`config.mk`:
```
export PLATFORM = sky130hd
export DESIGN_NAME = tdm_demux
export DESIGN_NICKNAME = d
export VERILOG_FILES = /design/src/rtl/tdm_demux.sv
export SDC_FILE = /design/constraint.sdc
export NUM_CORES = 1
export LEC_CHECK = 0
export BUFFER_PORTS_ARGS = -buffer_cell sky130_fd_sc_hd__buf_4
export CORE_UTILIZATION = 45
export CTS_CLUSTER_DIAMETER = 80
export DETAILED_ROUTE_END_ITERATION = 7
export GPL_ROUTABILITY_DRIVEN = 0
export PLACE_DENSITY = 0.66
export SYNTH_ARGS = -nofsm -noshare
export SYNTH_HDL_FRONTEND = slang
export SYNTH_SLANG_ARGS = --single-unit
```
`constraint.sdc`:
```
create_clock -name clk -period 1.8 [get_ports clk]
set_clock_uncertainty 0.05 [all_clocks]
set_input_delay 0.09 -clock clk [delete_from_list [all_inputs] [get_ports clk]]
set_output_delay 0.09 -clock clk [all_outputs]
set_load 0.03 [all_outputs]
```
`src/rtl/tdm_demux.sv`:
```
// TDM demultiplexer: rebuilds N_LANES-bit frames from a serial
// stream, using a frame-sync marker and a lock state machine.
module tdm_demux #(
  parameter int N_LANES = 4,
  localparam int SLOT_W = $clog2(N_LANES)
) (
  input  logic               clk,
  input  logic               rst,
  input  logic               din,
  input  logic               valid,
  input  logic               sync,
  output logic [N_LANES-1:0] y,
  output logic               y_valid,
  output logic [SLOT_W-1:0]  slot,
  output logic               locked,
  output logic               sync_err
);

  typedef enum logic {
    UNLOCKED = 1'b0,
    LOCKED   = 1'b1
  } state_t;

  localparam logic [SLOT_W-1:0] LAST = SLOT_W'(N_LANES - 1);

  state_t               state_q, state_d;
  logic [SLOT_W-1:0]    slot_q, slot_d;
  logic [N_LANES-2:0]   shadow_q, shadow_d;
  logic [N_LANES-1:0]   y_q, y_d;
  logic                 yv_d, err_d;

  // Next-state, slot tracking, shadow capture and frame output.
  always_comb begin
    state_d  = state_q;
    slot_d   = slot_q;
    shadow_d = shadow_q;
    y_d      = y_q;
    yv_d     = 1'b0;
    err_d    = 1'b0;
    if (valid) begin
      unique case (state_q)
        UNLOCKED: begin
          if (sync) begin
            shadow_d[0] = din;
            slot_d      = SLOT_W'(1);
            state_d     = LOCKED;
          end
        end
        LOCKED: begin
          if (sync) begin
            err_d       = (slot_q != '0);
            shadow_d[0] = din;
            slot_d      = SLOT_W'(1);
          end else if (slot_q == '0) begin
            err_d   = 1'b1;
            state_d = UNLOCKED;
          end else if (slot_q == LAST) begin
            y_d    = {din, shadow_q};
            yv_d   = 1'b1;
            slot_d = '0;
          end else begin
            for (int k = 1; k < N_LANES - 1; k++) begin
              if (slot_q == SLOT_W'(k)) shadow_d[k] = din;
            end
            slot_d = slot_q + SLOT_W'(1);
          end
        end
        default: state_d = UNLOCKED;
      endcase
    end
  end

  // State, counter, shadow and registered outputs.
  always_ff @(posedge clk) begin
    if (rst) begin
      state_q  <= UNLOCKED;
      slot_q   <= '0;
      shadow_q <= '0;
      y_q      <= '0;
      y_valid  <= 1'b0;
      sync_err <= 1'b0;
    end else begin
      state_q  <= state_d;
      slot_q   <= slot_d;
      shadow_q <= shadow_d;
      y_q      <= y_d;
      y_valid  <= yv_d;
      sync_err <= err_d;
    end
  end

  assign y      = y_q;
  assign slot   = slot_q;
  assign locked = (state_q == LOCKED);

endmodule

```
Word-level counts from Yosys, hierarchy flattened
Cells that the tools add are included.
{ "totals": {"register_bits": 12, "out_inout_bits": 9} }
{ "op_classes": {"n_addsub": 1, "n_eq_ne": 5, "mux": 13, "bitwise_logic": 5, "n_reduce_logical": 9} }
{ "op_table": {"columns": ["op", "count"], "rows": [
  ["6-bit AND reduction", 2],
  ["2-bit two-way mux", 4],
  ["1-bit two-way mux", 7],
  ["1-bit inverter", 5],
  ["5-bit AND reduction", 1],
  ["5-bit OR reduction", 1],
  ["2-bit == test, second input constant", 2],
  ["2-bit case mux with 2 select lines", 1],
  ["3-bit != test, second input constant", 1],
  ["3-bit AND reduction", 1],
  ["3-bit OR reduction", 1],
  ["2-bit by 1-bit adder with 2-bit output, second input constant", 1],
  ["2-bit by 1-bit == test with 1-bit output, second input constant", 1],
  ["2-bit zero test", 1],
  ["2-bit != test, second input constant", 1],
  ["1-bit case mux with 2 select lines", 1],
  ["2-bit AND reduction", 1],
  ["2-bit nonzero test", 1]
]} }

Longest topological paths before layout
{ "logic_depth": {"ltp_word": 5, "mapped_depth": 7, "depth_no_buf": 7} }

Worst setup path before layout
No wires, ideal clock.
{ "synth_timing": {"kind": "reg2reg", "start": "register slot_q[0] (netlist: slot[0])", "end": "register y_q[0] (netlist: y[0])", "arrival_ps": 1552, "required_time_ps": 1633, "slack_ps": 81, "path_stages_with_launch": 8, "n_path_buf": 0, "period_less_slack_ps": 1719, "cell_sequence": "dfxtp_1 -> inv_1 -> ha_1 -> inv_1 -> ha_1 -> nand4_1 -> mux2i_1 -> nor2_1"} }
{ "synth_via": {"elab_chain_len": 3, "elab_cells_between_ends": 4, "cone_classes": "1 x eq/ne; 1 x bitwise; 2 x reduce/logical"} }
{ "synth_rtl": {"columns": ["element", "line_no", "rtl"], "rows": [
  ["start, declared", "27", "logic [SLOT_W-1:0] slot_q, slot_d;"],
  ["start signal, assigned", "84", "slot_q <= slot_d;"],
  ["2-bit zero test", "54", "end else if (slot_q == '0) begin"],
  ["1-bit inverter (no source line)", null, null],
  ["5-bit AND reduction (no source line) (*)", null, null],
  ["end signal, assigned", "86", "y_q <= y_d;"],
  ["end, declared", "29", "logic [N_LANES-1:0] y_q, y_d;"]
]} }
Mark *: on every way between the ends. The rest lies on a longest branch, timed or not.
A chain may end at the register's enable or synchronous reset.

Worst setup path in the final report
{ "layout_timing": {"start": "register slot_q[0] (netlist: slot[0])", "end": "register y_q[1] (netlist: y[1])"} }
Same word-level chain as after synthesis.

==> impl_metrics.csv <==
group,metric,value,unit
status,status,"finished, final reports clean",
power,peakVddDrop,0.4057,mV
synth,synth_top_family_by_area,"simple AND/OR/NAND/NOR gates",
floorplan,initial_utilization,51.18,%
setup_path,arrival,1750,ps
drt,routedWlPerCell,11.68,um
setup_path,crit_path_end_kind,"register",
floorplan,die_x,38.50,um
job,maxCapViolCount,0,
sta,fin_tns_setup,0,ps
setup_path,rr_worst_depth,7,
layout,area_growth,21.71,%
power,p_seq_share,55.4,%
drt,drc,0,
synth,synth_top_area_cell,"dfxtp_1",
setup_path,path_class,"register to register",
synth,synthTopCellsByArea,"dfxtp_1, ha_1, mux2i_1",
sta,clock.fmax,608.7,MHz
drt,dr.first_iter.drc_count,7,
power,p_clk_share,31.8,%
placement,dpl-instance-area,696.9,um^2
placement,dpl.hpwl,764.7,um
power,p_sw,120.9,uW
clock_network,clk_latency,270,ps
drt,drt-total-wl,1051,um
setup_path,r2r_slack,160,ps
synth,yosysTopAreaCellShare,40.08,%
sta,worst_slew_margin_rel,79.82,%
synth,synth_fa_ha_area_share,12.53,%
clock_network,cts-buffers-inserted,3,
power,p_int,377.1,uW
power,swShare,24.28,%
floorplan,die_h,38.50,um
floorplan,pin_count,14,
synth,syn-mean-instance-area,9.667,um^2
clock_network,clk_pin_slew,70,ps
layout,fillers,103,
clock_network,postCtsResizedCells,0,
synth,synth_mux_area_share,12.53,%
grt,grt.total_usage,18.14,%
power,p_comb_share,12.8,%
clock_network,max-clock-path-buffers,2,
synth,netlist_area,599.3,um^2
layout,diodes,0,
synth,ys_warn_count,0,
setup_path,crit_chain,"inv_1, ha_1, inv_1, ha_1, nand4_1, mux2i_1, nor2_1",
sta,hold_viol_final,0,
setup_path,r2r_start,"slot[0]$_SDFFE_PP0P_",
synth,synth_cells,62,
min_path,hold_path_depth,3,
setup_path,r2r-end,"y[1]$_SDFFE_PP0P_",
min_path,hp-start,"din",
floorplan,row_count,12,
layout,final_area,729.5,um^2
power,cellPowerDensity,682.8,nW/um^2
clock_network,cts-htree-levels,1,
layout,drive_gt1_share,25.00,%
setup_path,crit_fanout,5,
clock_network,cts-root-buf,"clkbuf_4",
sta,drv_slew,0,
setup_path,required,1910,ps
setup_path,startpoint_type,"register",
drt,via_per_inst,5.156,
grt,grt_pass1_wl,1725,um
sta,setup_violations,0,
synth,yosys.area_share.xor_xnor,0,%
sta,min_period_over_period,91.27,%
drt,final_antenna_net_count,0,
sta,tightestPinTransition,301.8,ps
sta,rsz0062_at_grt,"false",
setup_path,crit_slowest_cell,"dfxtp_1",
grt,grt_max_degree,16,
grt,grt_pass1_vias,389,
grt,overflow,0,
synth,synth.distinct_cells,25,
synth,synth_compound_area_share,7.307,%
synth,synthSimpleGateAreaFrac,22.13,%
drt,dr.pass1.iters,4,
synth,synth-seq-cells,12,
min_path,min_to,"y[3]$_SDFFE_PP0P_",
placement,port_buffers,13,
synth,syn_nets,73,
min_path,hp-class,"input port to register",
synth,ys_seq_area_share,40.08,%
floorplan,die_area,1482,um^2
setup_path,slowest_delay,410,ps
clock_network,clock_sinks,12,
layout,register_area,240.2,um^2
clock_network,cts_tree,"yes",
grt,antenna_found_initial,0,
floorplan,core-area,1171,um^2
drt,num_vias,464,
power,power_leakage,0.3607,nW
sta,min_period,1643,ps
layout,multi_input_area,326.6,um^2
layout,fin_nets,89,
==> worst max-delay path by stage <==
stage / from / endpoint / slack [ps] / cells past startpoint
final: slot[0]$_SDFFE_PP0P_ / y[1]$_SDFFE_PP0P_ / 160 / 7
after global routing: slot[0]$_SDFFE_PP0P_ / y[0]$_SDFFE_PP0P_ / 10 / 7
after CTS: slot[0]$_SDFFE_PP0P_ / y[1]$_SDFFE_PP0P_ / 160 / 7
after detailed placement: slot[0]$_SDFFE_PP0P_ / y[3]$_SDFFE_PP0P_ / 160 / 7
after global placement: slot[0]$_SDFFE_PP0P_ / y[0]$_SDFFE_PP0P_ / 240 / 7
after floorplan: slot[0]$_SDFFE_PP0P_ / y[0]$_SDFFE_PP0P_ / 80 / 7
==> synthesized netlist by cell type <==
master / n
a31oi_1: 1
and4b_1: 1
buf_2: 2
o31ai_1: 1
mux2_4: 1
nor4_1: 1
dfxtp_1: 12
o21ai_0: 1
ha_1: 6
nand3_1: 1
o21a_1: 1
nor4bb_1: 1
nand2_1: 6
nand2b_1: 3
a21oi_1: 2
nor3b_1: 1
buf_4: 1
nor2_1: 5
nand4_1: 1
mux2i_1: 6
or2b_1: 1
or2_2: 1
o211ai_1: 1
nor2b_4: 1
inv_1: 4
==> stage by stage <==
stage / hold WS, ps / power [mW] / utilization (%) / std cells / worst slack, ps
3_5_place_dp: 281.7 / 0.3433 / 59.51 / 86 / 156.9
4_1_cts: 30.36 / 0.5030 / 62.29 / 90 / 155.3
3_3_place_gp: 284.9 / 0.3437 / 59.51 / 86 / 237.6
5_1_grt: 33.90 / 0.5294 / 62.29 / 90 / 10.62
2_1_floorplan: 183.9 / 0.3248 / - / 62 / 80.51
6_report: 33.08 / 0.4981 / 62.29 / 90 / 157.2
==> worst max-delay path, delay by kind of cell (launching register included) <==
| kind | cells | cell delay, ps |
|---|---|---|
| adders and majority gates | 2 | 340 |
| buffers and inverters | 2 | 190 |
| DFF | 1 | 410 |
| muxes | 1 | 230 |
| and+or+nand+nor | 2 | 320 |
==> sequential cells by signal, summed over array words and instances, names as in the netlist <==
| signal | count |
|---|---|
| shadow_q | 3 |
| locked | 1 |
| y | 4 |
| slot | 2 |
| sync_err | 1 |
| y_valid | 1 |
==> final cells by class <==
type,count,share of cell area (%)
Timing Repair Buffer,14,14.75
Sequential cell,12,32.93
Inverter,4,2.058
Multi-Input combinational cell,43,44.77
Clock buffer,3,3.087
Tap cell,14,2.401
==> cells by family after synthesis <==
family | count (synthesis)
AO/OA/AOI/OAI | 7
adder cells (fa/ha/maj) | 6
buffers and inverters | 7
flip-flops | 12
multiplexers | 7
AND/OR/NAND/NOR | 23
==> power groups by stage <==
stage / sequential (mW) / combinational, mW / clock, mW
final: 0.276 / 0.0638 / 0.159
after global placement: 0.282 / 0.0620 / 0
after floorplan: 0.288 / 0.0367 / 0
after CTS: 0.276 / 0.0637 / 0.164
after detailed placement: 0.282 / 0.0614 / 0
after global routing: 0.277 / 0.0703 / 0.182
==> layer usage <==
metal  wire, um  track usage (%)
met5          0                0
met4          8            5.172
met3         60            10.47
met2        477            25.42
met1        504            23.30
==> placed cells by master, fill, tap and decap left out, types with 2 or more instances in the layout <==
cell and instances:
a21oi_1 2, buf_4 13, clkbuf_4 3, dfxtp_1 12, ha_1 6, inv_1 4, mux2i_1 6, nand2_1 6
nand2b_1 3, nor2_1 5
==> repair_timing <==
action | CTS | global route
endpoints found under the hold margin | 1 | 0
hold buffers | 1 | 0
endpoints found under the setup margin | 0 | 0
buffers inserted | 0 | 0
Note: power is estimated with default switching activity, not from simulation.
